<file path="src/rtl/cmd_frame_gen.sv">
// Command frame generator: serialises RF/ALU commands as byte frames to a UART TX
// and assembles the 1- or 2-byte response from UART RX. Optional macro: CMD_GEN_TIMEOUT_EN.
module cmd_frame_gen #(
  parameter int WIDTH_REG = 8,
  parameter int fun       = 4,
  parameter int ADDR      = 4,
  parameter int TIMEOUT   = 1023
) (
  input  logic                   i_Ref_clk,
  input  logic                   i_rst,
  input  logic                   i_cmd_valid,
  output logic                   o_cmd_ready,
  input  logic [1:0]             i_cmd_type,
  input  logic [ADDR-1:0]        i_cmd_addr,
  input  logic [WIDTH_REG-1:0]   i_cmd_data,
  input  logic [WIDTH_REG-1:0]   i_cmd_opb,
  input  logic [fun-1:0]         i_cmd_fun,
  output logic [WIDTH_REG-1:0]   o_tx_data,
  output logic                   o_tx_valid,
  input  logic                   i_tx_busy,
  input  logic [WIDTH_REG-1:0]   i_rx_data,
  input  logic                   i_rx_valid,
  output logic [2*WIDTH_REG-1:0] o_rsp_data,
  output logic                   o_rsp_valid,
  output logic                   o_rsp_timeout,
  output logic                   o_done
);

  typedef enum logic [1:0] {IDLE, SEND, WAIT_RSP} state_t;

  state_t                 state_q;
  logic [1:0]             type_q;
  logic [ADDR-1:0]        addr_q;
  logic [WIDTH_REG-1:0]   data_q;
  logic [WIDTH_REG-1:0]   opb_q;
  logic [fun-1:0]         fun_q;
  logic [1:0]             idx_q;
  logic                   rsp_cnt_q;
  logic [WIDTH_REG-1:0]   first_q;
  logic [WIDTH_REG-1:0]   tx_data_q;
  logic                   tx_valid_q;
  logic [2*WIDTH_REG-1:0] rsp_data_q;
  logic                   rsp_valid_q;
  logic                   done_q;

  logic [1:0]             nxt_idx;
  logic [1:0]             last_idx;
  logic [WIDTH_REG-1:0]   next_byte_d;

`ifdef CMD_GEN_TIMEOUT_EN
  localparam int TMR_W = $clog2(TIMEOUT + 1);
  localparam logic [TMR_W-1:0] TMR_LAST = TMR_W'(TIMEOUT - 1);
  logic [TMR_W-1:0] tmr_q;
  logic             rsp_to_q;
  assign o_rsp_timeout = rsp_to_q;
`else
  assign o_rsp_timeout = 1'b0;
`endif

  function automatic logic [WIDTH_REG-1:0] header(input logic [1:0] t);
    case (t)
      2'd0:    return WIDTH_REG'(8'hAA);
      2'd1:    return WIDTH_REG'(8'hBB);
      2'd2:    return WIDTH_REG'(8'hCC);
      default: return WIDTH_REG'(8'hDD);
    endcase
  endfunction

  // Byte that follows the one currently presented, built from the captured fields.
  always_comb begin
    nxt_idx     = idx_q + 2'd1;
    next_byte_d = '0;
    last_idx    = 2'd1;
    case (type_q)
      2'd0: begin
        last_idx    = 2'd2;
        next_byte_d = (nxt_idx == 2'd1) ? WIDTH_REG'(addr_q) : data_q;
      end
      2'd1: next_byte_d = WIDTH_REG'(addr_q);
      2'd2: begin
        last_idx = 2'd3;
        case (nxt_idx)
          2'd1:    next_byte_d = data_q;
          2'd2:    next_byte_d = opb_q;
          default: next_byte_d = WIDTH_REG'(fun_q);
        endcase
      end
      default: next_byte_d = WIDTH_REG'(fun_q);
    endcase
  end

  always_ff @(posedge i_Ref_clk) begin
    if (i_rst) begin
      state_q     <= IDLE;
      type_q      <= '0;
      addr_q      <= '0;
      data_q      <= '0;
      opb_q       <= '0;
      fun_q       <= '0;
      idx_q       <= '0;
      rsp_cnt_q   <= 1'b0;
      first_q     <= '0;
      tx_data_q   <= '0;
      tx_valid_q  <= 1'b0;
      rsp_data_q  <= '0;
      rsp_valid_q <= 1'b0;
      done_q      <= 1'b0;
`ifdef CMD_GEN_TIMEOUT_EN
      tmr_q       <= '0;
      rsp_to_q    <= 1'b0;
`endif
    end else begin
      rsp_valid_q <= 1'b0;
      done_q      <= 1'b0;
`ifdef CMD_GEN_TIMEOUT_EN
      rsp_to_q    <= 1'b0;
`endif
      case (state_q)
        IDLE: begin
          if (i_cmd_valid) begin
            type_q     <= i_cmd_type;
            addr_q     <= i_cmd_addr;
            data_q     <= i_cmd_data;
            opb_q      <= i_cmd_opb;
            fun_q      <= i_cmd_fun;
            idx_q      <= 2'd0;
            tx_data_q  <= header(i_cmd_type);
            tx_valid_q <= 1'b1;
            state_q    <= SEND;
          end
        end
        SEND: begin
          if (!i_tx_busy) begin
            if (idx_q == last_idx) begin
              tx_valid_q <= 1'b0;
              if (type_q == 2'd0) begin
                done_q  <= 1'b1;
                state_q <= IDLE;
              end else begin
                rsp_cnt_q <= 1'b0;
`ifdef CMD_GEN_TIMEOUT_EN
                tmr_q     <= '0;
`endif
                state_q   <= WAIT_RSP;
              end
            end else begin
              idx_q     <= nxt_idx;
              tx_data_q <= next_byte_d;
            end
          end
        end
        WAIT_RSP: begin
          // A byte arriving on the terminal-count cycle wins over the timeout.
          if (i_rx_valid) begin
`ifdef CMD_GEN_TIMEOUT_EN
            tmr_q <= '0;
`endif
            if (type_q == 2'd1) begin
              rsp_data_q  <= {{WIDTH_REG{1'b0}}, i_rx_data};
              rsp_valid_q <= 1'b1;
              done_q      <= 1'b1;
              state_q     <= IDLE;
            end else if (!rsp_cnt_q) begin
              first_q   <= i_rx_data;
              rsp_cnt_q <= 1'b1;
            end else begin
              rsp_data_q  <= {i_rx_data, first_q};
              rsp_valid_q <= 1'b1;
              done_q      <= 1'b1;
              state_q     <= IDLE;
            end
          end
`ifdef CMD_GEN_TIMEOUT_EN
          else if (tmr_q == TMR_LAST) begin
            rsp_to_q  <= 1'b1;
            done_q    <= 1'b1;
            rsp_cnt_q <= 1'b0;
            state_q   <= IDLE;
          end else begin
            tmr_q <= tmr_q + 1'b1;
          end
`endif
        end
        default: state_q <= IDLE;
      endcase
    end
  end

  assign o_cmd_ready = (state_q == IDLE);
  assign o_tx_data   = tx_data_q;
  assign o_tx_valid  = tx_valid_q;
  assign o_rsp_data  = rsp_data_q;
  assign o_rsp_valid = rsp_valid_q;
  assign o_done      = done_q;

endmodule

</file>
<file path="config.mk">
export PLATFORM = sky130hd
export DESIGN_NAME = cmd_frame_gen
export DESIGN_NICKNAME = d
export VERILOG_FILES = /design/src/rtl/cmd_frame_gen.sv
export SDC_FILE = /design/constraint.sdc
export NUM_CORES = 1
export LEC_CHECK = 0
export ABC_CLOCK_PERIOD_IN_PS = 2300
export CAP_MARGIN = 0
export CORE_MARGIN = 2
export CORE_UTILIZATION = 45
export DETAILED_ROUTE_END_ITERATION = 10
export PLACE_DENSITY = 0.71
export SYNTH_ARGS = -nofsm -noshare
export SYNTH_HDL_FRONTEND = slang
export SYNTH_SLANG_ARGS = --single-unit
</file>
<file path="constraint.sdc">
create_clock -name i_Ref_clk -period 2.3 [get_ports i_Ref_clk]
set_clock_uncertainty 0.05 [all_clocks]
set_input_delay 0.46 -clock i_Ref_clk [delete_from_list [all_inputs] [get_ports i_Ref_clk]]
set_output_delay 0.46 -clock i_Ref_clk [all_outputs]
set_load 0.1 [all_outputs]
</file>
# Yosys cells after proc, flatten, opt, wreduce, memory -nomap -nowiden
# Cells that the tools add are included.
totals:
  reg_bits: 66
  latchBits: 0
  ram_bits: 0
  rom_bits: 0
  inputBits: 39
  word_cells: 89
  n_memories: 0
classes:
  n_addsub: 1
  n_mul: 0
  n_div: 0
  magnitude_cmp: 0
  n_eq_ne: 17
  n_shift: 0
  n_mux: 40
  bitwise: 3
  reduce_logical: 14
ops:
  columns: ["op", "n"]
  rows:
  - ["$mux W16", 2]
  - ["$mux W8", 4]
  - ["$pmux W8 S2", 2]
  - ["$pmux W8 S3", 1]
  - ["$pmux W7 S3", 1]
  - ["$mux W2", 10]
  - ["$mux W1", 14]
  - ["$ne A2 B2 Y1 const B", 7]
  - ["$reduce_and A4 Y1", 3]
  - ["$eq A2 B1 Y1 const B", 4]
  - ["$eq A2 B2 Y1 const B", 4]
  - ["$pmux W2 S2", 2]
  - ["$logic_not A2 Y1", 3]
  - ["$pmux W1 S2", 3]
  - ["$pmux W2 S3", 1]
  - ["$reduce_and A6 Y1", 1]
  - ["$reduce_bool A2 Y1", 3]
  - ["$reduce_and A5 Y1", 1]
  - ["$ne A3 B3 Y1 const B", 1]
  - ["$not A1 Y1", 3]
  - ["$reduce_and A3 Y1", 1]
  - ["$add A2 B1 Y2 const B", 1]
  - ["$eq A2 B2 Y1", 1]
  - ["$reduce_and A2 Y1", 1]
  - ["$reduce_or A2 Y1", 1]

# Logic depth before layout (Yosys ltp)
depth:
  word_depth: 7
  depth_mapped: 8

# Worst setup path after synthesis
# Ideal clock, no wire load.
synth_path:
  path_kind: "reg-to-reg"
  start: "register state_q[0]"
  end: "register tx_data_q[3], in the netlist o_tx_data[3]"
  setup_time_ps: 88
  arrival_ps: 2213
  slack_ps: -52
  path_stages_with_launch: 9
  n_path_buf: 1
  synth_period_minus_slack_ps: 2352
  path_cell_list: "dfxtp_1 > inv_1 > ha_1 > or2_2 > o211ai_1 > and2b_1 > buf_6 > nor2_1 > a311oi_2"
synth_via:
  elab_chain_len: 3
  word_cells_on_any_way: 8
  cone_classes: "eq/ne (4); mux (1); reduce/logical (3)"
synth_rtl:
  columns: ["item", "line", "source"]
  rows:
  - ["start, declared", "31", "state_t state_q;"]
  - ["start signal, assigned", "94", "state_q <= IDLE;"]
  - ["start signal, assigned", "129", "state_q <= SEND;"]
  - ["start signal, assigned", "138", "state_q <= IDLE;"]
  - ["$logic_not A2 Y1 (*)", null, null]
  - ["net o_cmd_ready", "12", "output logic o_cmd_ready,"]
  - ["$ne A2 B2 Y1 (no line) / $reduce_bool A2 Y1 (equally long branches)", null, null]
  - ["$reduce_and A4 Y1 (no line)", null, null]
  - ["end signal, assigned", "127", "tx_data_q <= header(i_cmd_type);"]
  - ["end signal, assigned", "148", "tx_data_q <= next_byte_d;"]
  - ["end, declared", "40", "logic [WIDTH_REG-1:0] tx_data_q;"]
# Mark *: on every way through the listed nets, which the timed path passes. The rest lies on a longest branch.
# A chain may end at the register's enable or synchronous reset.

# Worst setup path after layout
layout_path:
  start: "register state_q[1]"
  end: "register tx_data_q[3], in the netlist o_tx_data[3]"
layout_via:
  elab_chain_len: 3
  word_cells_on_any_way: 8
  cone_classes: "eq/ne (4); mux (1); reduce/logical (3)"
layout_rtl:
  columns: ["item", "line", "source"]
  rows:
  - ["$eq A2 B1 Y1 / $logic_not A2 Y1 (equally long branches)", "118", "case (state_q)"]
  - ["$ne A2 B2 Y1 (no line) / $reduce_bool A2 Y1 (equally long branches)", null, null]
  - ["$reduce_and A4 Y1 (no line)", null, null]
# Parallel ways exist; a longest one is shown, timed or not.

==> impl_results.md <==
- Slew Limit Fails: 0
- Combinational share of power: a little under a third
- Crit end category: flop
- WP data arrival: between 2 and 2.5 ns
- Syn_nets: roughly 420
- Ports: approximately 70
- Top Family by Delay on Critical Path: simple AND/OR/NAND/NOR gates
- CP Cell Sequence: inv_1 > ha_1 > or2_2 > o211ai_1 > and2b_1 > nor2_1 > a311oi_2
- All-Layer GR Usage: between 20% and 30%
- Overflow after GRT: 0
- Compound-Gate Fraction of Synth Area: approximately a fifth
- Die Y: 85.1 um
- Post-synth EDFFs: 0
- Psw: approximately 1.2 mW
- Fmax: roughly 480 MHz
- Synth Area in Adders: 2.53%
- GR met3 Demand/Resource: under 10%
- CTS tree: yes
- Worst vdd ir: ~0.67 mV
- Top-count cell post-synth: nand2_1
- Post-Synth XOR/XNOR Area: less than 1%
- Iter 0 DRT Violations: about 170
- Sequential area share after synthesis: between 40 and 50%
- Setup CP Type: reg2reg
- Max_slew headroom: about three fifths
- Port Buf Inserts: 66
- Power share of the clock group: around 27%
- Yosys top cell by area: dfxtp_1
- Syn Std Cell Area: 2960 um^2
- Post-layout min period: 2.10 ns
- Area Growth Syn to Fin: 27.8%
- Cts hold-fix bufs: 0
- Seq cells post-synth: 66
- Multi-input logic area: 1490 um^2
- Main synth FF type: dfxtp_1
- TritonCTS Buffers: 9
- Routed wire length: 7.15 mm
- Reg2reg start: state_q[1]
- Power Density: between 800 and 900 nW/um^2
- Async SR Flop Fraction: 0%
- Post-layout net count: between 400 and 500
- # DRC: 0
- Postcts setup bufs: 0
- Slowest cell on crit path: and2b_1
- Hold Slack: a little over 0.4 ns
- H-tree depth: 3
- Worst-Margin Slew: between 0.5 and 0.6 ns
- Via density: 5.45
- Later-pin clock latency in the skew report: between 0.3 and 0.4 ns
- P_leak: 1.42 nW
- Post-CTS resize count: 0
- Status: completed
- Clk pin slew, worst setup/hold paths: 0.07 ns
- DPL Wire Length: 5.14 mm
- Setup TNS: 0 ns
- CTS root buf: clkbuf_8
- Starting Density: between 40% and 50%
- Tcrit/Tclk final: about nine tenths
- Hold Fails Final Rpt: 0
- Mux contribution to synthesized area: 3.42%
- Int Pwr: 1.98 mW
- Yosys top cell area share: ~45%
- GPL Wtd Cong: 0.841
- Vias in the first global route: 2601
- Worst Hold Launch: opb_q[4]
- Number of setup violations in the final report: 0
- Core ar.: 6350 um^2
- M1 GR Usage: between 20% and 30%
- Synth cell types: a little over 50
- Antenna diodes: 0
- Mean Syn Cell Area: 8.00 um^2
- Max Cap Viol: 0
- Data required time of the worst path: around 2.5 ns
- Drt wl/cell: about 14 um
- Met2 Usage GRT: 30.7%
- Slowest stage delay, CP: between 0.4 and 0.5 ns
- Share of layout cells above drive strength 1: between 10% and 20%
- Top cells by count, synth: nand2_1, dfxtp_1, a21oi_1
- Critical path peak fanout: 11
- RSZ-0062 raised after global routing: false
- Top cells by area, synth: dfxtp_1, nand2_1, a21oi_1, nor2_1, mux2i_1
- Overall die width: 85.1 um
- First-pass GRT wire length: roughly 12 mm
- Sw frac: roughly 37%
- Largest net degree at the start of global routing: 30
- Clk buf depth: 2
- Post-Synth Simple-Gate Area: 23.4%
- Storage cell area: approximately 1300 um^2
- Cell Rows: 29
- First drt pass iteration count: 5
- Largest family of logic cells by synthesized area: simple AND/OR/NAND/NOR gates
- Synthesized netlist cell count: 370
- Fillers: about 600
- DR vias: 2798
- Final ANT Viol Nets: 0
- CP startpoint: state_q[1]
- Die area: around 7200 um^2
- Buf+Inv Stages, Crit Path: 1
- Initial antenna violation count: 0
- Clock sinks: 66
- Top Usage Layer GRT: met2
- HP Class: reg2reg
- Core Util, Final: between 50 and 60%
- Sequential group share of total power: between 40 and 50%
- Worst setup SP type: flop
- Synth warn: 0
-- final cells by class --
class / instances / share of cell area [%]
Tap cell: 77 / 2.55
Sequential cell: 66 / 34.9
Timing Repair Buffer: 76 / 17.8
Inverter: 9 / 0.893
Clock buffer: 13 / 4.20
Multi-Input combinational cell: 270 / 39.3
Clock inverter: 2 / 0.331
-- per-layer routing --
metal	part of all wire, %	vias to the layer above
met5	0	-
met4	1.7	0
met3	4.6	8
met2	44	86
met1	49	1303
li1	-	1401
-- metrics by stage --
| step | worst slack [ns] | total power, mW | cell area (um^2) | cells |
|---|---|---|---|---|
| finish | 0.201 | 3.15 | 3780 | 513 |
| floorplan | 0.286 | 2.04 | 2960 | 370 |
| detailed placement | 0.218 | 2.31 | 3610 | 498 |
| global placement | 0.282 | 2.30 | 3610 | 498 |
| global route | 0.0366 | 3.29 | 3780 | 513 |
| CTS | 0.219 | 3.17 | 3780 | 513 |
-- path summary, 6_finish.rpt --
path	end	cells after the start	slack (ns)
max	o_tx_data[3]	7	0.20
min	opb_q[4]	2	0.41
max reg2reg	o_tx_data[3]	7	0.20
min reg2reg	opb_q[4]	2	0.41
-- cell usage in the layout, fill, tap and decap left out, types with 2 or more instances in the layout --
cell             synthesis  routed
a211oi_1                 5       5
a21oi_1                 44      44
a22oi_1                  2       2
a311oi_1                 9       9
buf_4                    1      37
clkbuf_1                14       2
clkbuf_8                 0      11
clkdlybuf4s50_1          0      37
dfxtp_1                 66      66
ha_1                     6       5
inv_1                    8       8
mux2i_1                  9       9
nand2_1                 90      90
nand2b_1                 2       2
nand3_1                 18      18
nor2_1                  37      37
nor3_1                   3       3
o211ai_1                 3       3
o21ai_0                  7       7
o221ai_1                 3       3
o311ai_0                 2       2
o31a_1                   2       2
or2_2                    2       2
-- sequential cells by signal, summed over array words and instances (netlist names), 2 cells and up --
signal      cells
o_rsp_data     16
data_q          8
first_q         8
o_tx_data       8
opb_q           8
addr_q          4
fun_q           4
idx_q           2
state_q         2
type_q          2
-- worst min-delay path: stages (launching register included) --
cell and delay, ns:
dfxtp_1 0.31, nand2_1 0.05, a21oi_1 0.05
-- kinds of logic (layout without fill, tap and decap cells) --
| kind of cell | Yosys count | in the layout |
|---|---|---|
| XOR/XNOR | 1 | 1 |
| AND/OR/NAND/NOR | 162 | 162 |
| multiplexers | 10 | 10 |
| flip-flops | 66 | 66 |
| AO/OA/AOI/OAI | 90 | 90 |
| adder cells (fa/ha/maj) | 6 | 6 |
| buffers and inverters | 34 | 100 |
| other | 1 | 1 |
-- power groups by stage --
| stage | clock network (mW) | registers, mW | logic [mW] |
|---|---|---|---|
| after floorplan | 0 | 1.58 | 0.454 |
| after global placement | 0 | 1.32 | 0.971 |
| after detailed placement | 0 | 1.33 | 0.985 |
| after CTS | 0.879 | 1.30 | 0.987 |
| after global routing | 0.919 | 1.31 | 1.06 |
| final | 0.863 | 1.30 | 0.984 |
Power figures use the tool's default switching activity.
